`src/rtl/pawn_move_scanner_if.sv`:
```
// Handshake and board-snapshot bus between the search controller
// (master) and the pawn move scanner (slave).
interface pawn_move_scanner_if #(
  parameter int BOARD_DIM  = 8,
  parameter int NUM_PIECES = 16,
  parameter int NUM_PAWNS  = 8,
  parameter int MOVE_W     = 5
);
  localparam int COORD_W = $clog2(BOARD_DIM);
  localparam int CNT_W   = $clog2(NUM_PAWNS*4+1);

  logic                              start;
  logic                              player;
  logic [NUM_PIECES*2*COORD_W-1:0]   locationVector;
  logic [NUM_PIECES-1:0]             aliveVector;
  logic [BOARD_DIM*BOARD_DIM-1:0]    occupiedBoard;
  logic [BOARD_DIM*BOARD_DIM-1:0]    colourBoard;
  logic                              busy;
  logic                              done;
  logic [NUM_PAWNS*MOVE_W-1:0]       moveSet;
  logic [CNT_W-1:0]                  moveCount;

  modport master (
    output start, player, locationVector, aliveVector, occupiedBoard, colourBoard,
    input  busy, done, moveSet, moveCount
  );

  modport slave (
    input  start, player, locationVector, aliveVector, occupiedBoard, colourBoard,
    output busy, done, moveSet, moveCount
  );
endinterface

```
`src/rtl/pawn_move_scanner.sv`:
```
// Sequential pawn move scanner: snapshots the position on start, then
// evaluates one pawn per clock into its moveSet slot and accumulates
// the total number of push/capture moves.
module pawn_move_scanner #(
  parameter int BOARD_DIM  = 8,
  parameter int COORD_W    = $clog2(BOARD_DIM),
  parameter int NUM_PIECES = 16,
  parameter int NUM_PAWNS  = 8,
  parameter int MOVE_W     = 5
) (
  input  logic                clock,
  input  logic                reset,
  pawn_move_scanner_if.slave  bus
);
  localparam int CNT_W  = $clog2(NUM_PAWNS*4+1);
  localparam int IDX_W  = (NUM_PAWNS > 1) ? $clog2(NUM_PAWNS) : 1;
  localparam int PLOC_W = NUM_PAWNS*2*COORD_W;
  localparam int SQ_N   = BOARD_DIM*BOARD_DIM;

  localparam logic [1:0] IDLE = 2'd0;
  localparam logic [1:0] SCAN = 2'd1;
  localparam logic [1:0] DONE = 2'd2;

  logic [1:0]                  state;
  logic [IDX_W-1:0]            idx;
  logic                        s_player;
  logic [PLOC_W-1:0]           s_loc;     // only pawn slots are ever evaluated
  logic [NUM_PAWNS-1:0]        s_alive;
  logic [SQ_N-1:0]             s_occ;
  logic [SQ_N-1:0]             s_col;
  logic [NUM_PAWNS*MOVE_W-1:0] move_set;
  logic [CNT_W-1:0]            move_count;

  assign bus.busy      = (state == SCAN);
  assign bus.done      = (state == DONE);
  assign bus.moveSet   = move_set;
  assign bus.moveCount = move_count;

  logic [COORD_W-1:0]        rank, file, fr, f2, file_l, file_r;
  logic [COORD_W-1:0]        start_rank, promo_rank;
  logic signed [COORD_W:0]   step, fwd_r, fwd2_r;
  logic                      alive, fwd_ok, fwd2_ok;
  logic                      push1, push2, cap_l, cap_r, promo;
  logic [MOVE_W-1:0]         result;
  logic [2:0]                n_moves;

  // Evaluate the pawn at idx from the snapshot. A negative signed rank
  // means off-board: stepping past the last rank overflows to -BOARD_DIM,
  // and stepping below rank 0 gives -1, so the sign bit alone suffices.
  always_comb begin
    {file, rank} = s_loc[idx*2*COORD_W +: 2*COORD_W];
    alive      = s_alive[idx];
    step       = s_player ? {{COORD_W{1'b0}}, 1'b1} : {(COORD_W+1){1'b1}};
    fwd_r      = $signed({1'b0, rank}) + step;
    fwd2_r     = fwd_r + step;
    fwd_ok     = !fwd_r[COORD_W];
    fwd2_ok    = !fwd2_r[COORD_W];
    fr         = fwd_r[COORD_W-1:0];
    f2         = fwd2_r[COORD_W-1:0];
    file_l     = file - 1'b1;
    file_r     = file + 1'b1;
    start_rank = s_player ? COORD_W'(1) : COORD_W'(BOARD_DIM-2);
    promo_rank = s_player ? COORD_W'(BOARD_DIM-1) : '0;
    // BOARD_DIM is a power of two, so {rank,file} is rank*BOARD_DIM+file
    push1   = fwd_ok && !s_occ[{fr, file}];
    push2   = push1 && (rank == start_rank) && fwd2_ok && !s_occ[{f2, file}];
    cap_l   = fwd_ok && (file != '0) && s_occ[{fr, file_l}] &&
              (s_col[{fr, file_l}] != s_player);
    cap_r   = fwd_ok && (file != '1) && s_occ[{fr, file_r}] &&
              (s_col[{fr, file_r}] != s_player);
    promo   = fwd_ok && (fr == promo_rank) && (push1 || cap_l || cap_r);
    result  = alive ? MOVE_W'({push1, push2, cap_l, cap_r, promo}) : '0;
    n_moves = alive ? (3'(push1) + 3'(push2) + 3'(cap_l) + 3'(cap_r)) : 3'd0;
  end

  // Control FSM: snapshot on an accepted start, one pawn per SCAN cycle.
  always_ff @(posedge clock or negedge reset) begin
    if (!reset) begin
      state      <= IDLE;
      idx        <= '0;
      s_player   <= 1'b0;
      s_loc      <= '0;
      s_alive    <= '0;
      s_occ      <= '0;
      s_col      <= '0;
      move_set   <= '0;
      move_count <= '0;
    end else begin
      case (state)
        SCAN: begin
          move_set[idx*MOVE_W +: MOVE_W] <= result;
          move_count <= move_count + CNT_W'(n_moves);
          if (idx == IDX_W'(NUM_PAWNS-1)) begin
            state <= DONE;
          end else begin
            idx <= idx + 1'b1;
          end
        end
        default: begin
          if (bus.start) begin
            state      <= SCAN;
            idx        <= '0;
            s_player   <= bus.player;
            s_loc      <= bus.locationVector[PLOC_W-1:0];
            s_alive    <= bus.aliveVector[NUM_PAWNS-1:0];
            s_occ      <= bus.occupiedBoard;
            s_col      <= bus.colourBoard;
            move_set   <= '0;
            move_count <= '0;
          end
        end
      endcase
    end
  end
endmodule

```
`src/flat_wrapper.sv`:
```
// flat-port wrapper written by rule: the top's interface ports become plain ports
module pawn_move_scanner_flat 
#(
  parameter int BOARD_DIM  = 8,
  parameter int COORD_W    = $clog2(BOARD_DIM),
  parameter int NUM_PIECES = 16,
  parameter int NUM_PAWNS  = 8,
  parameter int MOVE_W     = 5
)
  (clock, reset, bus_start, bus_player, bus_locationVector, bus_aliveVector, bus_occupiedBoard, bus_colourBoard, bus_busy, bus_done, bus_moveSet, bus_moveCount);
  pawn_move_scanner_if #(.BOARD_DIM(BOARD_DIM), .NUM_PIECES(NUM_PIECES), .NUM_PAWNS(NUM_PAWNS), .MOVE_W(MOVE_W)) bus_i ();
  input  logic clock;
  input  logic reset;
  input wire logic [$bits(bus_i.start)-1:0] bus_start;
  input wire logic [$bits(bus_i.player)-1:0] bus_player;
  input wire logic [$bits(bus_i.locationVector)-1:0] bus_locationVector;
  input wire logic [$bits(bus_i.aliveVector)-1:0] bus_aliveVector;
  input wire logic [$bits(bus_i.occupiedBoard)-1:0] bus_occupiedBoard;
  input wire logic [$bits(bus_i.colourBoard)-1:0] bus_colourBoard;
  output wire logic [$bits(bus_i.busy)-1:0] bus_busy;
  output wire logic [$bits(bus_i.done)-1:0] bus_done;
  output wire logic [$bits(bus_i.moveSet)-1:0] bus_moveSet;
  output wire logic [$bits(bus_i.moveCount)-1:0] bus_moveCount;
  assign bus_i.start = bus_start;
  assign bus_i.player = bus_player;
  assign bus_i.locationVector = bus_locationVector;
  assign bus_i.aliveVector = bus_aliveVector;
  assign bus_i.occupiedBoard = bus_occupiedBoard;
  assign bus_i.colourBoard = bus_colourBoard;
  assign bus_busy = bus_i.busy;
  assign bus_done = bus_i.done;
  assign bus_moveSet = bus_i.moveSet;
  assign bus_moveCount = bus_i.moveCount;
  pawn_move_scanner #(.BOARD_DIM(BOARD_DIM), .COORD_W(COORD_W), .NUM_PIECES(NUM_PIECES), .NUM_PAWNS(NUM_PAWNS), .MOVE_W(MOVE_W)) u_core (.clock(clock), .reset(reset), .bus(bus_i));
endmodule
```
`config.mk`:
```
export PLATFORM = sky130hd
export DESIGN_NAME = pawn_move_scanner_flat
export DESIGN_NICKNAME = d
export VERILOG_FILES = /design/src/rtl/pawn_move_scanner_if.sv /design/src/rtl/pawn_move_scanner.sv /design/src/flat_wrapper.sv
export SDC_FILE = /design/constraint.sdc
export NUM_CORES = 1
export LEC_CHECK = 0
export CELL_PAD_IN_SITES_DETAIL_PLACEMENT = 0
export CELL_PAD_IN_SITES_GLOBAL_PLACEMENT = 1
export CORE_MARGIN = 5
export CORE_UTILIZATION = 38
export CTS_CLUSTER_DIAMETER = 60
export DETAILED_ROUTE_END_ITERATION = 8
export PLACE_DENSITY_LB_ADDON = 0.1
export SLEW_MARGIN = 20
export SYNTH_ARGS = -nofsm -noshare
export SYNTH_HDL_FRONTEND = slang
export SYNTH_SLANG_ARGS = --single-unit
```
`constraint.sdc`:
```
create_clock -name clock -period 8.8 [get_ports clock]
set_clock_uncertainty 0.1 [all_clocks]
set_input_delay 1.32 -clock clock [delete_from_list [all_inputs] [get_ports clock]]
set_output_delay 1.32 -clock clock [all_outputs]
set_load 0.02 [all_outputs]
```
==> results of run 1 <==
how the worst max path moves through the flow:
| stage | startpoint | endpoint | slack [ns] | depth (start not counted) |
|---|---|---|---|---|
| global route | u_core.idx[0]$_DFFE_PN0P_ | u_core.bus.moveCount[5]$_DFFE_PN0P_ | 0.99 | 27 |
| floorplan | u_core.idx[0]$_DFFE_PN0P_ | u_core.bus.moveCount[5]$_DFFE_PN0P_ | 2.13 | 27 |
| finish | u_core.idx[2]$_DFFE_PN0P_ | u_core.bus.moveCount[5]$_DFFE_PN0P_ | 1.51 | 26 |
| global placement | u_core.idx[0]$_DFFE_PN0P_ | u_core.bus.moveCount[5]$_DFFE_PN0P_ | 1.59 | 27 |
| CTS | u_core.idx[0]$_DFFE_PN0P_ | u_core.bus.moveCount[5]$_DFFE_PN0P_ | 1.49 | 27 |
| detailed placement | u_core.idx[0]$_DFFE_PN0P_ | u_core.bus.moveCount[5]$_DFFE_PN0P_ | 1.52 | 27 |
worst reg2reg max path: stages (launching register included):
cell	delay [ns]
dfrtp_1	0.88
nor2_1	0.33
a22oi_2	0.80
nand2_1	0.19
inv_2	0.12
fa_1	0.19
xnor2_1	0.12
buf_4	0.24
inv_2	0.17
ha_1	0.36
xnor2_1	0.54
mux2i_1	0.26
mux2i_1	0.12
mux2_2	0.28
and3_1	0.29
ha_1	0.35
inv_1	0.05
fa_1	0.37
inv_1	0.06
ha_1	0.21
and2_1	0.16
ha_1	0.27
a21o_1	0.15
a21o_1	0.20
nand3_1	0.10
xor2_1	0.15
o21ai_0	0.09
metrics by stage:
stage | hold WS [ns] | cell area [sq um]
floorplan | 0.340 | 13300
global placement | 0.355 | 16000
detailed placement | 0.360 | 16000
CTS | 0.374 | 17000
global route | 0.389 | 17100
finish | 0.370 | 17100
synthesized netlist by cell type (5+ instances only):
library cell | count | share of area, %
a32o_1 | 9 | 0.68
nand3_1 | 26 | 0.98
a21oi_1 | 21 | 0.79
ha_1 | 19 | 1.8
a21o_1 | 6 | 0.34
nand4_1 | 33 | 1.6
buf_4 | 11 | 0.62
a22oi_1 | 17 | 0.96
o21ai_0 | 22 | 0.83
a22o_1 | 8 | 0.53
mux2_2 | 14 | 1.2
mux4_2 | 29 | 4.9
xnor2_1 | 7 | 0.46
buf_1 | 5 | 0.14
mux2i_1 | 117 | 8.8
dfrtp_1 | 236 | 44
o31ai_1 | 19 | 1.1
inv_1 | 17 | 0.48
o22ai_1 | 5 | 0.23
nand2b_1 | 5 | 0.23
and2_1 | 9 | 0.42
nor3_1 | 7 | 0.26
buf_2 | 21 | 0.79
nand2_1 | 658 | 19
nor2_1 | 32 | 0.90
a311oi_1 | 5 | 0.33
a32oi_1 | 9 | 0.59
nor2b_1 | 6 | 0.28
clkbuf_1 | 60 | 1.7
o211ai_1 | 21 | 1.2
layer usage:
layer,wire length (um),vias to the layer above
li1,-,5573
met1,19600,5629
met2,18800,306
met3,2230,49
met4,890,0
met5,0,-
kinds of logic (layout without fill, tap and decap cells):
logic type                 count (synthesis)  in the layout  synth area share [%]
AOI/OAI and AO/OA                        178            178                  9.92
adders and majority gates                 22             22                  2.24
DFF                                      236            236                  44.3
muxes                                    161            161                  15.1
and+or+nand+nor                          787            787                  23.7
other                                      0              3                     0
xor gates and xnor gates                  11             11                 0.836
buffers and inverters                    118            331                  3.86
registers in the layout, indices dropped and copies added, names as in the netlist:
name	count
u_core.s_col	64
u_core.s_occ	64
u_core.s_loc	48
u_core.bus.moveSet	40
u_core.s_alive	8
u_core.bus.moveCount	6
u_core.idx	3
u_core.state	2
u_core.s_player	1
cell usage in the layout, fill, tap and decap left out, drive strengths merged, types with 24 or more instances in the layout:
| master | netlist | final |
|---|---|---|
| nand3 | 26 | 26 |
| buf | 37 | 24 |
| nor2 | 32 | 32 |
| dfrtp | 236 | 236 |
| mux2i | 118 | 118 |
| nand4 | 33 | 33 |
| clkdlybuf4s50 | 0 | 234 |
| mux4 | 29 | 29 |
| clkbuf | 60 | 41 |
| nand2 | 658 | 658 |
cell type report:
cell class                 instances  area (sq um)
timing repair buffer             258          2550
fill                            3408         17500
multi-input combinational       1159          6920
tap                              455           569
sequential                       236          5910
clock buffer                      41           861
antenna                            3          7.51
inverter                          21          82.6
clock inverter                    11           163
==> metrics.csv, run 1 <==
stage,metric,value,unit
timing,min_period,7.29,ns
critical_path,timing.critical_path.slowest_stage_cell,dfrtp_1,
clock_network,post_cts.resized_instances,0,
global_routing,grt_use_total,21.1,%
logic_synthesis,async_flop_share,100,%
floorplan,die-width,197,um
logic_synthesis,syn-instance-count,1513,
finish,final_core_utilization,49.4,%
drt,sum_of_routed_wire_length_over_all_layers,41.5,mm
logic_synthesis,avgSynthCellArea,8.80,sq um
placed_design,dp.final_hpwl,30.1,mm
floorplan,floorplan.initialDensity,38.6,%
critical_path,crit_path_max_fanout,19,
critical_path,cp.required,9.10,ns
global_routing,globalRouteMet1Util,30.7,%
finish,finalNonFillerCells,2184,
global_routing,grt_use_met2,32.9,%
logic_synthesis,ys_warn_count,0,
drt,detail_route.drc_violations,0,
logic_synthesis,synth.ff_latch_count,236,
min_path,holdPathStages,2,
flow_run,maxCapViolations,0,
clock_network,clock_sink_count,236,
critical_path,timing.reg2reg.setup_slack,1.51,ns
logic_synthesis,synthesis.nets,1779,
clock_network,clk_root_buffer_cell,clkbuf_16,
global_routing,grt_most_used_layer,met2,
timing,post-route-period-util,82.8,%
timing,fin_worst_setup_slack,1.51,ns
drt,detailedRoute.firstPassIterationCount,6,
outcome,status,completed,
min_path,worst_hold_path.endpoint,u_core.s_alive[2]$_DFFE_PN0P_,
floorplan,core_area,34500,sq um
critical_path,r2r_cells,26,
timing,timing.slew.headroom,23.3,%
global_routing,grt-ovfl-total,0,
global_routing,grt_start_max_net_pins,102,
critical_path,critical_path.max_stage_delay,0.88,ns
critical_path,critical_path.startpoint_type,flip-flop,
critical_path,setup.worst_path.class,flip-flop to flip-flop,
placed_design,place.detailed.instances,2128,
clock_network,clkLatencyLatePin,0.54,ns
timing,rsz0062_at_grt,no,
placed_design,gpl.final_weighted_congestion,0.844,
logic_synthesis,ys_dominant_reg_cell,dfrtp_1,
timing,final-hold-violation-count,0,
logic_synthesis,synth-edff-count,0,
timing,max_freq,137,MHz
floorplan,dieHeight,197,um
floorplan,io_pins,292,
drt,detail_route.wl_per_cell,19.0,um
critical_path,critPathBufInv,5,
logic_synthesis,post_synth_instance_area,13300,sq um
critical_path,arrival,7.59,ns
logic_synthesis,synth.lib_cells_used.distinct,62,
timing,tightest_slew,1.15,ns
clock_network,cts.clk_slew.worst_paths,0.06,ns
drt,num_vias,11600,
critical_path,rr_endpoint,u_core.bus.moveCount[5]$_DFFE_PN0P_,
global_routing,first_pass_grt_wire_length,66.5,mm
placed_design,dp_slack,1.52,ns
floorplan,die_area,38900,sq um
critical_path,path_common_cell,ha_1,
clock_network,clock_buffer_count_from_cts,28,
timing,timing.setup.tns,0,ns
finish,fraction_of_final_layout_cells_sized_beyond_drive_strength_1,7.82,%
critical_path,path_delay_family,adder cells,
drt,avgViaCountPerCell,5.29,
global_routing,number_of_global_route_vias_before_repair,11800,
min_path,hp-start,u_core.s_alive[2]$_DFFE_PN0P_,
finish,finalNetCount,1970,
placed_design,port-buffer-count,235,
clock_network,clock_tree.buffer_depth,3,
drt,dr.first_iter.drc_count,841,
drt,drt.antenna.violating_nets,0,
floorplan,row_count,68,
global_routing,grtUsageMet3,3.43,%
clock_network,cts_hold_buf,0,
critical_path,category_of_the_worst_setup_path_capture_point,flip-flop,
clock_network,h-tree-depth,1,
critical_path,rr_startpoint,u_core.idx[2]$_DFFE_PN0P_,
clock_network,tritoncts,done,
finish,area.growth.synth_to_final,28.1,%
timing,finalSetupViolations,0,
timing,slew_violations,0,
clock_network,post-cts-setup-buffer-count,0,
min_path,timing.hold.worst.class,flip-flop to flip-flop,
global_routing,grt_antenna_before_repair,3,
logic_synthesis,synth_sequential_area_ratio,44.3,%
Power of run 1 is not shown: default switching activity piles up to over one toggle a cycle in this logic, so the estimate is an artifact.
==> run 2: changes to the inputs <==
clock period = 6.73 ns   (was 8.8 ns; I/O delays follow)
==> run 2 against run 1 <==
Global-route usage fell by 0.28 points. Count of clock-buffer cells in the layout is 3 lower. Hold slack better by 0.00087 ns.
==> metrics.csv, run 2 (synthesized netlist as in run 1, its figures left out) <==
stage,metric,value,unit
min_path,timing.hold.worst.class,flip-flop to flip-flop,
finish,post-route-cell-area,17100,sq um
finish,largestRegisters,"u_core.s_col (64), u_core.s_occ (64), u_core.s_loc (48)",
floorplan,die-width,197,um
clock_network,post_cts.resized_instances,0,
critical_path,critical_path.startpoint_type,flip-flop,
floorplan,core_area,34500,sq um
placed_design,dpl-instance-area,16200,sq um
global_routing,grt-ovfl-total,0,
clock_network,clock_buffer_count_from_cts,26,
finish,finalNetCount,1989,
timing,min_period,6.23,ns
critical_path,timing.critical_path.slowest_stage_cell,dfrtp_4,
timing,timing.slew.headroom,34.7,%
placed_design,port-buffer-count,235,
timing,finalSetupViolations,0,
flow_run,maxCapViolations,0,
clock_network,cts.clk_slew.worst_paths,0.06,ns
clock_network,clock_tree.buffer_depth,3,
timing,slew_violations,0,
timing,tightest_slew,0.979,ns
critical_path,cp.required,7.03,ns
clock_network,cts_hold_buf,0,
finish,fraction_of_final_layout_cells_sized_beyond_drive_strength_1,8.66,%
critical_path,critical_path.max_stage_delay,0.61,ns
clock_network,post-cts-setup-buffer-count,0,
critical_path,crit_path_max_fanout,15,
timing,final-hold-violation-count,0,
clock_network,h-tree-depth,1,
critical_path,r2r_cells,24,
clock_network,clkLatencyLatePin,0.55,ns
critical_path,timing.reg2reg.setup_slack,0.50,ns
critical_path,path_common_cell,ha_1,
min_path,holdPathStages,2,
finish,final.fill_count,3358,
clock_network,clock_sink_count,236,
critical_path,setup.worst_path.class,flip-flop to flip-flop,
floorplan,die_area,38900,sq um
timing,rsz0062_at_grt,no,
timing,max_freq,161,MHz
floorplan,row_count,68,
finish,area.growth.synth_to_final,28.5,%
timing,fin_worst_setup_slack,0.501,ns
placed_design,dp_slack,0.263,ns
min_path,hp-start,u_core.s_loc[40]$_DFFE_PN0P_,
critical_path,rr_startpoint,u_core.idx[0]$_DFFE_PN0P_,
min_path,worst_hold_path.endpoint,u_core.s_loc[40]$_DFFE_PN0P_,
drt,detailedRoute.firstPassIterationCount,5,
critical_path,critPathBufInv,4,
drt,num_vias,11600,
critical_path,path_delay_family,adder cells,
drt,dr.first_iter.drc_count,775,
critical_path,rr_endpoint,u_core.bus.moveCount[5]$_DFFE_PN0P_,
clock_network,tritoncts,done,
global_routing,grt_start_max_net_pins,193,
timing,post-route-period-util,92.6,%
floorplan,dieHeight,197,um
critical_path,category_of_the_worst_setup_path_capture_point,flip-flop,
drt,detail_route.drc_violations,0,
placed_design,dp.final_hpwl,30.4,mm
global_routing,grt_antenna_before_repair,1,
clock_network,clk_root_buffer_cell,clkbuf_16,
critical_path,critical_path.cell_chain,mux4_2 -> mux2i_4 -> inv_4 -> ha_1 -> ha_1 -> nand2b_1 -> nor3_1 -> buf_4 -> a32oi_1 -> nand4_1 -> o22a_1 -> a21o_1 -> a21oi_1 -> inv_1 -> fa_1 -> inv_1 -> ha_1 -> and2_1 -> ha_1 -> a21o_1 -> a21o_1 -> nand3_1 -> xor2_1 -> o21ai_0,
floorplan,io_pins,292,
global_routing,first_pass_grt_wire_length,65.6,mm
drt,drt.antenna.violating_nets,0,
finish,commonest_cells_after_routing_fill_and_taps_aside,"nand2_1, dfrtp_1, clkdlybuf4s50_1",
global_routing,grt_use_total,20.8,%
floorplan,floorplan.initialDensity,38.6,%
drt,detail_route.wl_per_cell,18.9,um
drt,avgViaCountPerCell,5.30,
critical_path,arrival,6.52,ns
drt,sum_of_routed_wire_length_over_all_layers,41.5,mm
timing,timing.setup.tns,0,ns
finish,layout.cells.most_common,nand2_1,
outcome,status,completed,
global_routing,number_of_global_route_vias_before_repair,11800,
critical_path,total_stage_count_of_the_critical_path,24,
placed_design,gpl.final_weighted_congestion,0.877,
==> run 2: area by class of cell <==
class	instances	area, sq um	share of cell area (%)
inverters	21	82.6	0.483
clock inverters	10	114	0.666
diodes	1	2.50	0.0146
well taps	455	569	3.33
clock buffers	38	766	4.48
flip-flops and latches	236	5910	34.5
multi-input cells	1159	6930	40.5
repair buffers	279	2740	16.0
==> run 2: metrics by stage <==
| step | hold WS (ns) | std cells | utilization [%] |
|---|---|---|---|
| final | 0.371 | 2199 | 49.5 |
| after CTS | 0.374 | 2198 | 49.5 |
| after global routing | 0.392 | 2199 | 49.5 |
| after floorplan | 0.340 | 1513 | - |
| after detailed placement | 0.359 | 2150 | 47.0 |
| after global placement | 0.355 | 2150 | 47.0 |
==> run 2: routing by layer <==
metal  GRT usage (%)  up-vias  share of wire (%)
li1                -     5611                  -
met1            29.8     5636                 46
met2            33.6      339                 46
met3            3.05       59                5.2
met4            4.98        0                2.4
met5               0        -                  0
==> run 2: worst min-delay path, stage by stage, from the launching register on <==
cell     delay [ns]
dfrtp_1        0.34
nand2_1        0.05
nand2_1        0.05
==> run 2: how the worst max path moves through the flow <==
stage	start	to	slack, ns
2_1_floorplan	u_core.idx[0]$_DFFE_PN0P_	u_core.bus.moveCount[5]$_DFFE_PN0P_	0.06
3_3_place_gp	u_core.idx[0]$_DFFE_PN0P_	u_core.bus.moveCount[5]$_DFFE_PN0P_	0.30
3_5_place_dp	u_core.idx[0]$_DFFE_PN0P_	u_core.bus.moveCount[5]$_DFFE_PN0P_	0.26
4_1_cts	u_core.idx[0]$_DFFE_PN0P_	u_core.bus.moveCount[5]$_DFFE_PN0P_	0.27
5_1_grt	u_core.idx[0]$_DFFE_PN0P_	u_core.bus.moveCount[5]$_DFFE_PN0P_	0.1
6_report	u_core.idx[0]$_DFFE_PN0P_	u_core.bus.moveCount[5]$_DFFE_PN0P_	0.50
Power of run 2 is left out for the same reason.
